File: config.mk
export PLATFORM = sky130hd
export DESIGN_NAME = addsub_bist
export DESIGN_NICKNAME = d
export VERILOG_FILES = /design/src/rtl/addsub_bist_pkg.sv /design/src/rtl/addsub_ref_model.sv /design/src/rtl/addsub_bist.sv
export SDC_FILE = /design/constraint.sdc
export NUM_CORES = 1
export LEC_CHECK = 0
export BUFFER_PORTS_ARGS = -buffer_cell sky130_fd_sc_hd__buf_4
export CAP_MARGIN = 10
export CORE_ASPECT_RATIO = 0.8
export CORE_MARGIN = 2
export CORE_UTILIZATION = 30
export DETAILED_ROUTE_END_ITERATION = 7
export GPL_TIMING_DRIVEN = 1
export MAX_ROUTING_LAYER = met4
export PLACE_DENSITY = 0.55
export SKIP_CTS_REPAIR_TIMING = 1
export SYNTH_ARGS = -nofsm -noshare
export SYNTH_HDL_FRONTEND = slang
export SYNTH_SLANG_ARGS = --single-unit
File: constraint.sdc
create_clock -name clk -period 5.05 [get_ports clk]
set_input_delay 0.7575 -clock clk [delete_from_list [all_inputs] [get_ports clk]]
set_output_delay 0.7575 -clock clk [all_outputs]
set_load 0.02 [all_outputs]
File: src/rtl/addsub_bist_pkg.sv
// -----------------------------------------------------------------------------
// addsub_bist_pkg
//   Shared constants and types for the 4-bit adder/subtractor BIST:
//   operand/result widths, vector count, error-counter saturation value,
//   FSM state encodings and the {M,A,B} vector layout.
// -----------------------------------------------------------------------------
package addsub_bist_pkg;

    // Operand and derived widths
    localparam int unsigned OP_W      = 4;
    localparam int unsigned RES_W     = OP_W + 1;
    localparam int unsigned IDX_W     = 2 * OP_W + 1;
    localparam int unsigned VEC_COUNT = 1 << IDX_W;
    localparam int unsigned SETTLE_W  = 4;

    // Last index of the sweep; the index never advances past it
    localparam logic [IDX_W-1:0] LAST_IDX = IDX_W'(VEC_COUNT - 1);

    // Error counter width and saturation value
    localparam int unsigned      ERR_W   = 8;
    localparam logic [ERR_W-1:0] ERR_MAX = 8'd255;

    // FSM state encodings
    typedef logic [1:0] state_t;
    localparam state_t ST_IDLE  = 2'd0;
    localparam state_t ST_APPLY = 2'd1;
    localparam state_t ST_CHECK = 2'd2;
    localparam state_t ST_DONE  = 2'd3;

    // Vector layout: index bit 8 is the mode, then A, then B
    typedef struct packed {
        logic            m;
        logic [OP_W-1:0] a;
        logic [OP_W-1:0] b;
    } vec_t;

    // Saturating increment for the error counter
    function automatic logic [ERR_W-1:0] sat_inc(input logic [ERR_W-1:0] v);
        logic [ERR_W-1:0] r;
        r = (v == ERR_MAX) ? v : v + 1'b1;
        return r;
    endfunction

endpackage

File: src/rtl/addsub_ref_model.sv
// -----------------------------------------------------------------------------
// addsub_ref_model
//   Combinational golden model of the 4-bit adder/subtractor under test.
//   Ports:
//     m_i    - mode (0 add, 1 subtract)
//     a_i    - operand A
//     b_i    - operand B
//     exp_o  - expected {cout, s}; for subtract cout=1 means no borrow (A>=B)
// -----------------------------------------------------------------------------
module addsub_ref_model
    import addsub_bist_pkg::*;
(
    input  logic             m_i,
    input  logic [OP_W-1:0]  a_i,
    input  logic [OP_W-1:0]  b_i,
    output logic [RES_W-1:0] exp_o
);

    always_comb begin
        exp_o = '0;
        if (m_i) begin
            // Two's-complement subtract: A + ~B + 1, carry out is "no borrow"
            exp_o = {1'b0, a_i} + {1'b0, ~b_i} + RES_W'(1);
        end else begin
            exp_o = {1'b0, a_i} + {1'b0, b_i};
        end
    end

endmodule

File: src/rtl/addsub_bist.sv
// -----------------------------------------------------------------------------
// addsub_bist
//   Exhaustive sweep BIST for an external 4-bit adder/subtractor. Drives all
//   512 {M,A,B} vectors in ascending order, holds each for SETTLE_CYCLES,
//   then compares the returned {cout,s} against addsub_ref_model.
//   Parameters:
//     SETTLE_CYCLES - cycles each vector is held before sampling (1..15)
//     STOP_ON_FAIL  - 1 ends the sweep at the first mismatching vector
//   Ports:
//     clk, rst_n        - clock, asynchronous active-low reset
//     start             - single-cycle sweep request (ignored while busy)
//     drv_a/drv_b/drv_m - vector driven to the adder/subtractor
//     dut_s/dut_cout    - response from the adder/subtractor
//     busy, done, pass  - sweep status; pass valid while done=1
//     err_count         - mismatch count, saturating at 255
//     fail_vec          - {M,A,B} of first mismatch, qualified by fail_valid
// -----------------------------------------------------------------------------
module addsub_bist
    import addsub_bist_pkg::*;
#(
    parameter int unsigned SETTLE_CYCLES = 1,
    parameter bit          STOP_ON_FAIL  = 1'b0
) (
    input  logic             clk,
    input  logic             rst_n,
    input  logic             start,
    output logic [OP_W-1:0]  drv_a,
    output logic [OP_W-1:0]  drv_b,
    output logic             drv_m,
    input  logic [OP_W-1:0]  dut_s,
    input  logic             dut_cout,
    output logic             busy,
    output logic             done,
    output logic             pass,
    output logic [ERR_W-1:0] err_count,
    output logic [IDX_W-1:0] fail_vec,
    output logic             fail_valid
);

    localparam logic [SETTLE_W-1:0] SETTLE_LAST = SETTLE_W'(SETTLE_CYCLES - 1);

    state_t              state_q,  state_d;
    logic [IDX_W-1:0]    idx_q,    idx_d;
    logic [SETTLE_W-1:0] settle_q, settle_d;
    logic [ERR_W-1:0]    err_q,    err_d;
    logic [IDX_W-1:0]    fvec_q,   fvec_d;
    logic                fvalid_q, fvalid_d;
    logic                busy_q,   busy_d;
    logic                done_q,   done_d;
    logic                pass_q,   pass_d;

    vec_t             cur_vec;
    logic [RES_W-1:0] exp_res;
    logic             mismatch;
    logic             start_ok;

    assign cur_vec = vec_t'(idx_q);

    addsub_ref_model u_ref (
        .m_i   (cur_vec.m),
        .a_i   (cur_vec.a),
        .b_i   (cur_vec.b),
        .exp_o (exp_res)
    );

    assign mismatch = ({dut_cout, dut_s} != exp_res);
    assign start_ok = start && ((state_q == ST_IDLE) || (state_q == ST_DONE));

    // busy/done/pass are registered from the current state, so they follow
    // the state by one cycle; a start accepted in DONE clears done/pass at
    // once so no stale result is visible during the new sweep.
    always_comb begin
        state_d  = state_q;
        idx_d    = idx_q;
        settle_d = settle_q;
        err_d    = err_q;
        fvec_d   = fvec_q;
        fvalid_d = fvalid_q;
        busy_d   = (state_q == ST_APPLY) || (state_q == ST_CHECK);
        done_d   = (state_q == ST_DONE);
        pass_d   = (state_q == ST_DONE) && (err_q == '0);

        case (state_q)
            ST_IDLE, ST_DONE: begin
                if (start_ok) begin
                    state_d  = ST_APPLY;
                    idx_d    = '0;
                    settle_d = '0;
                    err_d    = '0;
                    fvec_d   = '0;
                    fvalid_d = 1'b0;
                    done_d   = 1'b0;
                    pass_d   = 1'b0;
                end
            end

            ST_APPLY: begin
                if (settle_q == SETTLE_LAST) begin
                    state_d  = ST_CHECK;
                    settle_d = '0;
                end else begin
                    settle_d = settle_q + 1'b1;
                end
            end

            ST_CHECK: begin
                if (mismatch) begin
                    err_d = sat_inc(err_q);
                    if (!fvalid_q) begin
                        fvec_d   = idx_q;
                        fvalid_d = 1'b1;
                    end
                end
                if ((idx_q == LAST_IDX) || (mismatch && STOP_ON_FAIL)) begin
                    state_d = ST_DONE;
                end else begin
                    idx_d   = idx_q + 1'b1;
                    state_d = ST_APPLY;
                end
            end

            default: state_d = ST_IDLE;
        endcase
    end

    always_ff @(posedge clk or negedge rst_n) begin
        if (!rst_n) begin
            state_q  <= ST_IDLE;
            idx_q    <= '0;
            settle_q <= '0;
            err_q    <= '0;
            fvec_q   <= '0;
            fvalid_q <= 1'b0;
            busy_q   <= 1'b0;
            done_q   <= 1'b0;
            pass_q   <= 1'b0;
        end else begin
            state_q  <= state_d;
            idx_q    <= idx_d;
            settle_q <= settle_d;
            err_q    <= err_d;
            fvec_q   <= fvec_d;
            fvalid_q <= fvalid_d;
            busy_q   <= busy_d;
            done_q   <= done_d;
            pass_q   <= pass_d;
        end
    end

    assign drv_m      = cur_vec.m;
    assign drv_a      = cur_vec.a;
    assign drv_b      = cur_vec.b;
    assign busy       = busy_q;
    assign done       = done_q;
    assign pass       = pass_q;
    assign err_count  = err_q;
    assign fail_vec   = fvec_q;
    assign fail_valid = fvalid_q;

endmodule

==> flow_metrics.tcl, run 1 <==
set metrics [dict create \
    postSynthAreaPerCell_sq_um 9.45 \
    tns_ns 0 \
    cap_violations 0 \
    place.gp.congestion 0.856 \
    die_w_um 102 \
    yosys_warnings 0 \
    cts_tree "done" \
    switchingPower_mw 0.410 \
    routed_wl_um 5470 \
    hpwl_um 4000 \
    drive_above_1_share 0.170 \
    start_kind "flip-flop" \
    clk_pin_slew_ns 0.08 \
    ant_nets 0 \
    ir_drop_mv 0.170 \
    globalRouteTotalUtil 0.143 \
    rsz0062_at_grt "no" \
    coreArea_sq_um 7390 \
    diodes 0 \
    grt_pass1_vias 1777 \
    seq_power_share 0.377 \
    combPwrFrac 0.421 \
    antenna_found_initial 0 \
    cts-root-buf "clkbuf_8" \
    initial_utilization 0.309 \
    grt_pass1_wl_um 8970 \
    ys_ff_latch 36 \
    end_kind "flip-flop" \
    ios 38 \
    h-tree-depth 2 \
    gr-total-overflow 0 \
    multi_input_area_sq_um 1250 \
    syn_to_final_growth_pct 19.4 \
    status "completed" \
    worst_slew_pin_slew_ns 0.972 \
    path_max_fanout 27 \
    dp.cells 375 \
    finalHoldViolations 0 \
    power_density_nw_per_um2 352 \
    register_area_sq_um 901 \
    core.rowCount 28 \
    layout.cells.non_filler 382 \
    fmax_mhz 275 \
    total_leakage_power_nw 1.26 \
    fin_nets 305 \
    dieHeight_um 82.1 \
    drtPass1Iterations 4 \
    swShare 0.427 \
    insertion_delay_ns 0.30 \
    synthesis.area_sq_um 2290 \
    grt_max_degree 37 \
    maxSlewViolCount 0 \
    setup_violations 0 \
    finalPower_mw 0.961 \
    placed_cell_area_sq_um 2650 \
    max_slew_margin 0.352 \
    worstPathArrival_ns 3.87 \
    fin_crit_ns 3.64 \
    vias_per_cell 4.92 \
    worstSetupPathType "flip-flop to flip-flop" \
    min_path_type "input port to asynchronous set/reset pin" \
    cp.required_ns 5.28 \
    drc_errors 0 \
    dieArea_sq_um 8340 \
    synth_cell_types 42 \
    avgRoutedWirePerCell_um 14.3 \
    post-route-period-util 0.721 \
    p_int_mw 0.551 \
    worst_slack_ns 1.41 \
    fin_area_sq_um 2730 \
    nFillCells 756 \
    synthCells 242 \
    syn_nets 270 \
    port_buffers 37 \
    pre_cts_slack_ns 1.45 \
    max-clock-path-buffers 2 \
    drt_iter0_drc 101 \
    clock_power_share 0.202 \
    numCtsBuffers 5 \
    cts_sinks 36 \
    num_vias 1881 \
    seq_area_frac_synth 0.394 \
    fin_skew_ns 0.0107 \
]
## power groups by stage
stage	clock network, mW	registers [mW]	logic (mW)
5_1_grt	0.211	0.370	0.448
3_3_place_gp	0	0.367	0.402
2_1_floorplan	0	0.377	0.286
6_report	0.194	0.362	0.405
3_5_place_dp	0	0.366	0.404
4_1_cts	0.202	0.362	0.404
## state kept, by name, indices dropped and copies added (netlist names)
register / cells
fail_vec: 9
pass: 1
settle_q: 4
err_count: 8
state_q: 2
cur_vec: 9
fail_valid: 1
busy: 1
done: 1
## area by class of cell
cell class / instances / share of cell area
Multi-Input combinational cell: 174 / 0.459
Clock inverter: 1 / 0.00183
Clock buffer: 6 / 0.0266
Sequential cell: 36 / 0.330
Timing Repair Buffer: 38 / 0.104
Tap cell: 105 / 0.0481
Inverter: 22 / 0.0302
## final timing paths
kind	startpoint	slack (ns)	end	cells after the start
max	state_q[0]	1.41	fail_vec[8]	9
min	rst_n	0.40	settle_q[2]	1
max reg2reg	state_q[0]	1.41	fail_vec[8]	9
min reg2reg	settle_q[3]	0.49	settle_q[3]	1
max in group asynchronous	rst_n	4.31	err_count[4]	1
min in group clk	settle_q[3]	0.49	settle_q[3]	1
## synthesized netlist by cell type (all sizes together)
library cell  number  area [sq um]
a2111o             1          11.3
a21boi             1          7.51
a21o               2          15.0
a21oi              8          40.0
a221o              9          90.1
a221oi             1          15.0
a22o               1          8.76
a31oi              2          12.5
a32o               1          10.0
and2              11          68.8
and3               3          18.8
buf                5          31.3
clkbuf             5          18.8
dfrtp             36           901
fa                 2          40.0
ha                18           225
inv               22          82.6
mux2i              3          30.0
nand2             12          45.0
nand2b             3          18.8
nand3             14          70.1
nand4              4          25.0
nand4b             1          8.76
nor2              12          45.0
nor2b              5          38.8
nor3               9          45.0
nor4               9          56.3
o211ai             1          7.51
o21a               3          22.5
o21ai             16          80.1
o21bai             1          7.51
o22a               1          8.76
o31a               1          8.76
o31ai              4          43.8
o32ai              1          8.76
o41ai              3          26.3
or3                1          6.26
xnor2              8          70.1
xor2               2          17.5
## cells by family (layout without fill, tap and decap cells)
kind of cell    Yosys count  in the layout  synth area share
flops                    36             36             0.394
simple gates             84             84             0.195
buf+inv                  32             67            0.0580
compound gates           57             57             0.185
fa+ha+maj                20             20             0.116
mux                       3              3            0.0131
xor+xnor                 10             10            0.0383
## worst max-delay path, cell delays in order, from the launching register on
cell,delay (ns)
dfrtp_1,0.42
inv_1,0.09
ha_1,0.62
inv_1,0.41
nor2_1,0.18
nand4b_1,0.09
a2111o_1,0.34
o31ai_4,0.79
nand2b_1,0.41
a221o_1,0.20
## per-layer routing
layer,routed length (um),GRT usage
met5,0,-
met4,38,0.0405
met3,234,0.0337
met2,2220,0.193
met1,2970,0.211
## layout by cell type, fill, tap and decap left out, types with 2 or more instances in the layout
cell type	n
buf_4	38
dfrtp_1	36
inv_1	22
ha_1	18
o21ai_0	16
nand3_1	14
nand2_1	12
nor2_1	12
and2_1	11
nor3_1	9
nor4_1	9
a221o_1	9
a21oi_1	8
xnor2_1	8
clkbuf_8	5
nand4_1	4
nor2b_1	4
and3_1	3
mux2i_1	3
o21a_1	3
nand2b_1	3
o41ai_1	3
o31ai_1	3
a21o_1	2
a31oi_1	2
xor2_1	2
fa_1	2
## metrics by stage
step            util  hold WS, ns
3_5_place_dp   0.359        0.481
5_1_grt        0.369        0.451
2_1_floorplan      -        0.452
4_1_cts        0.369        0.421
6_report       0.369        0.401
3_3_place_gp   0.359        0.476
(Power assumes the default switching activity.)
==> run 2: changes to the inputs <==
- ABC_AREA: unset -> 1
- clock period: 5.05 -> 3.4 ns (I/O delays scaled with it)
==> run 2 against run 1 <==
Compared with the run above:
- wire length rose by 1.9%
- synthesized cell count increased by 31%
- combinational power rose by 29%
- count of clock-buffer cells in the layout stayed put
- total power grew 38%
- critical path depth rose by 4
- synthesized area is 4.7% higher
- worst hold slack worse by 0.23 ns
- flip-flop and latch count is the same
- largest cell class unchanged
- largest power group unchanged
- highest routed layer unchanged
==> flow_metrics.tcl, run 2 <==
set metrics [dict create \
    cp.required_ns 3.59 \
    tns_ns 0 \
    dieHeight_um 83.9 \
    yosys_warnings 0 \
    h-tree-depth 2 \
    diodes 0 \
    gr-total-overflow 0 \
    avgRoutedWirePerCell_um 12.0 \
    cp_common_cell "nand2_1" \
    drive_above_1_share 0.166 \
    drc_errors 0 \
    maxSlewViolCount 0 \
    final_cell_mix "nand2_1 (91), inv_1 (43), buf_4 (38)" \
    drtPass1Iterations 4 \
    fmax_mhz 365 \
    place.gp.congestion 0.834 \
    worstPathArrival_ns 2.93 \
    max_slew_margin 0.390 \
    cap_violations 0 \
    status "completed" \
    ant_nets 0 \
    ios 38 \
    worstSetupPathType "flip-flop to flip-flop" \
    hold_ws_ns 0.167 \
    yosys-top-cells-count "nand2_1 (91), inv_1 (43), dfrtp_1 (36)" \
    synth_cell_types 31 \
    vias_per_cell 4.60 \
    fin_nets 383 \
    synth_edf_count 0 \
    syn_nets 346 \
    coreArea_sq_um 7840 \
    post-route-period-util 0.806 \
    ir_drop_mv 0.178 \
    initial_utilization 0.306 \
    syn_to_final_growth_pct 18.3 \
    cts_sinks 36 \
    cts_tree "done" \
    power_density_nw_per_um2 467 \
    clk_pin_slew_ns 0.07 \
    min_path_type "input port to asynchronous set/reset pin" \
    num_vias 2129 \
    ff2ff_path_depth 13 \
    setup_violations 0 \
    synthesis.area_sq_um 2390 \
    numCtsBuffers 5 \
    max-clock-path-buffers 2 \
    synthMostInstantiatedCell "nand2_1" \
    globalRouteTotalUtil 0.138 \
    slowest_stage "dfrtp_1" \
    max_stage_delay_ns 0.51 \
    synthCells 318 \
    insertion_delay_ns 0.29 \
    dieArea_sq_um 8720 \
    fin_crit_ns 2.74 \
    yosys-top-cells-area "dfrtp_1 (38%), nand2_1 (14%), ha_1 (9.4%)" \
    end_kind "flip-flop" \
    grt_pass1_vias 1998 \
    finalHoldViolations 0 \
    placed_cell_area_sq_um 2760 \
    postSynthAreaPerCell_sq_um 7.53 \
    final_common_cell "nand2_1" \
    rsz0062_at_grt "no" \
    routed_wl_um 5570 \
    antenna_found_initial 0 \
    fin_skew_ns 0.00929 \
    drt_iter0_drc 78 \
    hpwl_um 4070 \
    start_kind "flip-flop" \
    grt_max_degree 37 \
    path_cells "inv_1 > ha_1 > fa_1 > inv_1 > nand3_1 > nand3_1 > nand2_1 > nor2_1 > nor2_2 > nand2_2 > nand3_2 > nand2_1 > nand2_1" \
    synth_top_area_frac 0.376 \
    cts-root-buf "clkbuf_8" \
    ys_ff_latch 36 \
    synth_area_leader_cell "dfrtp_1" \
    seq_area_frac_synth 0.376 \
    port_buffers 37 \
    core.rowCount 29 \
    finalPower_mw 1.32 \
    total_leakage_power_nw 1.52 \
    yosys_most_used_dff "dfrtp_1" \
    die_w_um 104 \
    path_max_fanout 20 \
    ys_async_sr_fraction 1.00 \
    grt_pass1_wl_um 9380 \
    fin_area_sq_um 2830 \
    worst_slew_pin_slew_ns 0.915 \
]
## run 2: final timing paths
path | startpoint | to | slack, ns
worst min register to register | fail_vec[3] | fail_vec[3] | 0.48
worst min-delay path | rst_n | err_count[2] | 0.17
max in group asynchronous | rst_n | cur_vec[4] | 2.90
min in group clk | fail_vec[3] | fail_vec[3] | 0.48
worst max-delay path | cur_vec[4] | err_count[7] | 0.66
worst max register to register | cur_vec[4] | err_count[7] | 0.66
## run 2: critical path, delay by kind of cell (launching register included)
kind	cells	cell delay, ns
simple gates	9	1.19
fa+ha+maj	2	0.66
flops	1	0.51
buf+inv	2	0.29
## run 2: report_power, final
group | internal (mW) | switching, mW
Sequential | 0.471 | 0.0466
Combinational | 0.156 | 0.367
Clock | 0.139 | 0.145
## run 2: logic make-up after synthesis
| family | Yosys count | share of synthesized area |
|---|---|---|
| AO/OA/AOI/OAI | 31 | 0.0679 |
| flip-flops | 36 | 0.376 |
| AND/OR/NAND/NOR | 173 | 0.334 |
| buffers and inverters | 54 | 0.0967 |
| adder cells (fa/ha/maj) | 20 | 0.111 |
| XOR/XNOR | 4 | 0.0146 |
## run 2: final cells by class
cell class              count  area, sq um
fillers                   838         5000
clock buffers               6         72.6
repair buffers             38          285
clock inverters             1         5.00
flip-flops and latches     36          901
inverters                  46          173
multi-input cells         228         1260
well taps                 108          135
## run 2: routing by layer
metal | vias to the layer above | global-route usage | wire (um)
met5 | - | - | 0
met1 | 966 | 0.194 | 2860
met3 | 12 | 0.0343 | 309
met4 | 0 | 0.0504 | 80
met2 | 49 | 0.190 | 2330
li1 | 1102 | - | -
## run 2: metrics by stage
step | setup WS (ns) | util | instances
final | 0.659 | 0.362 | 463
after global routing | 0.418 | 0.362 | 463
after CTS | 0.640 | 0.362 | 463
after detailed placement | 0.667 | 0.352 | 456
after global placement | 0.665 | 0.352 | 456
after floorplan | 1.07 | - | 318
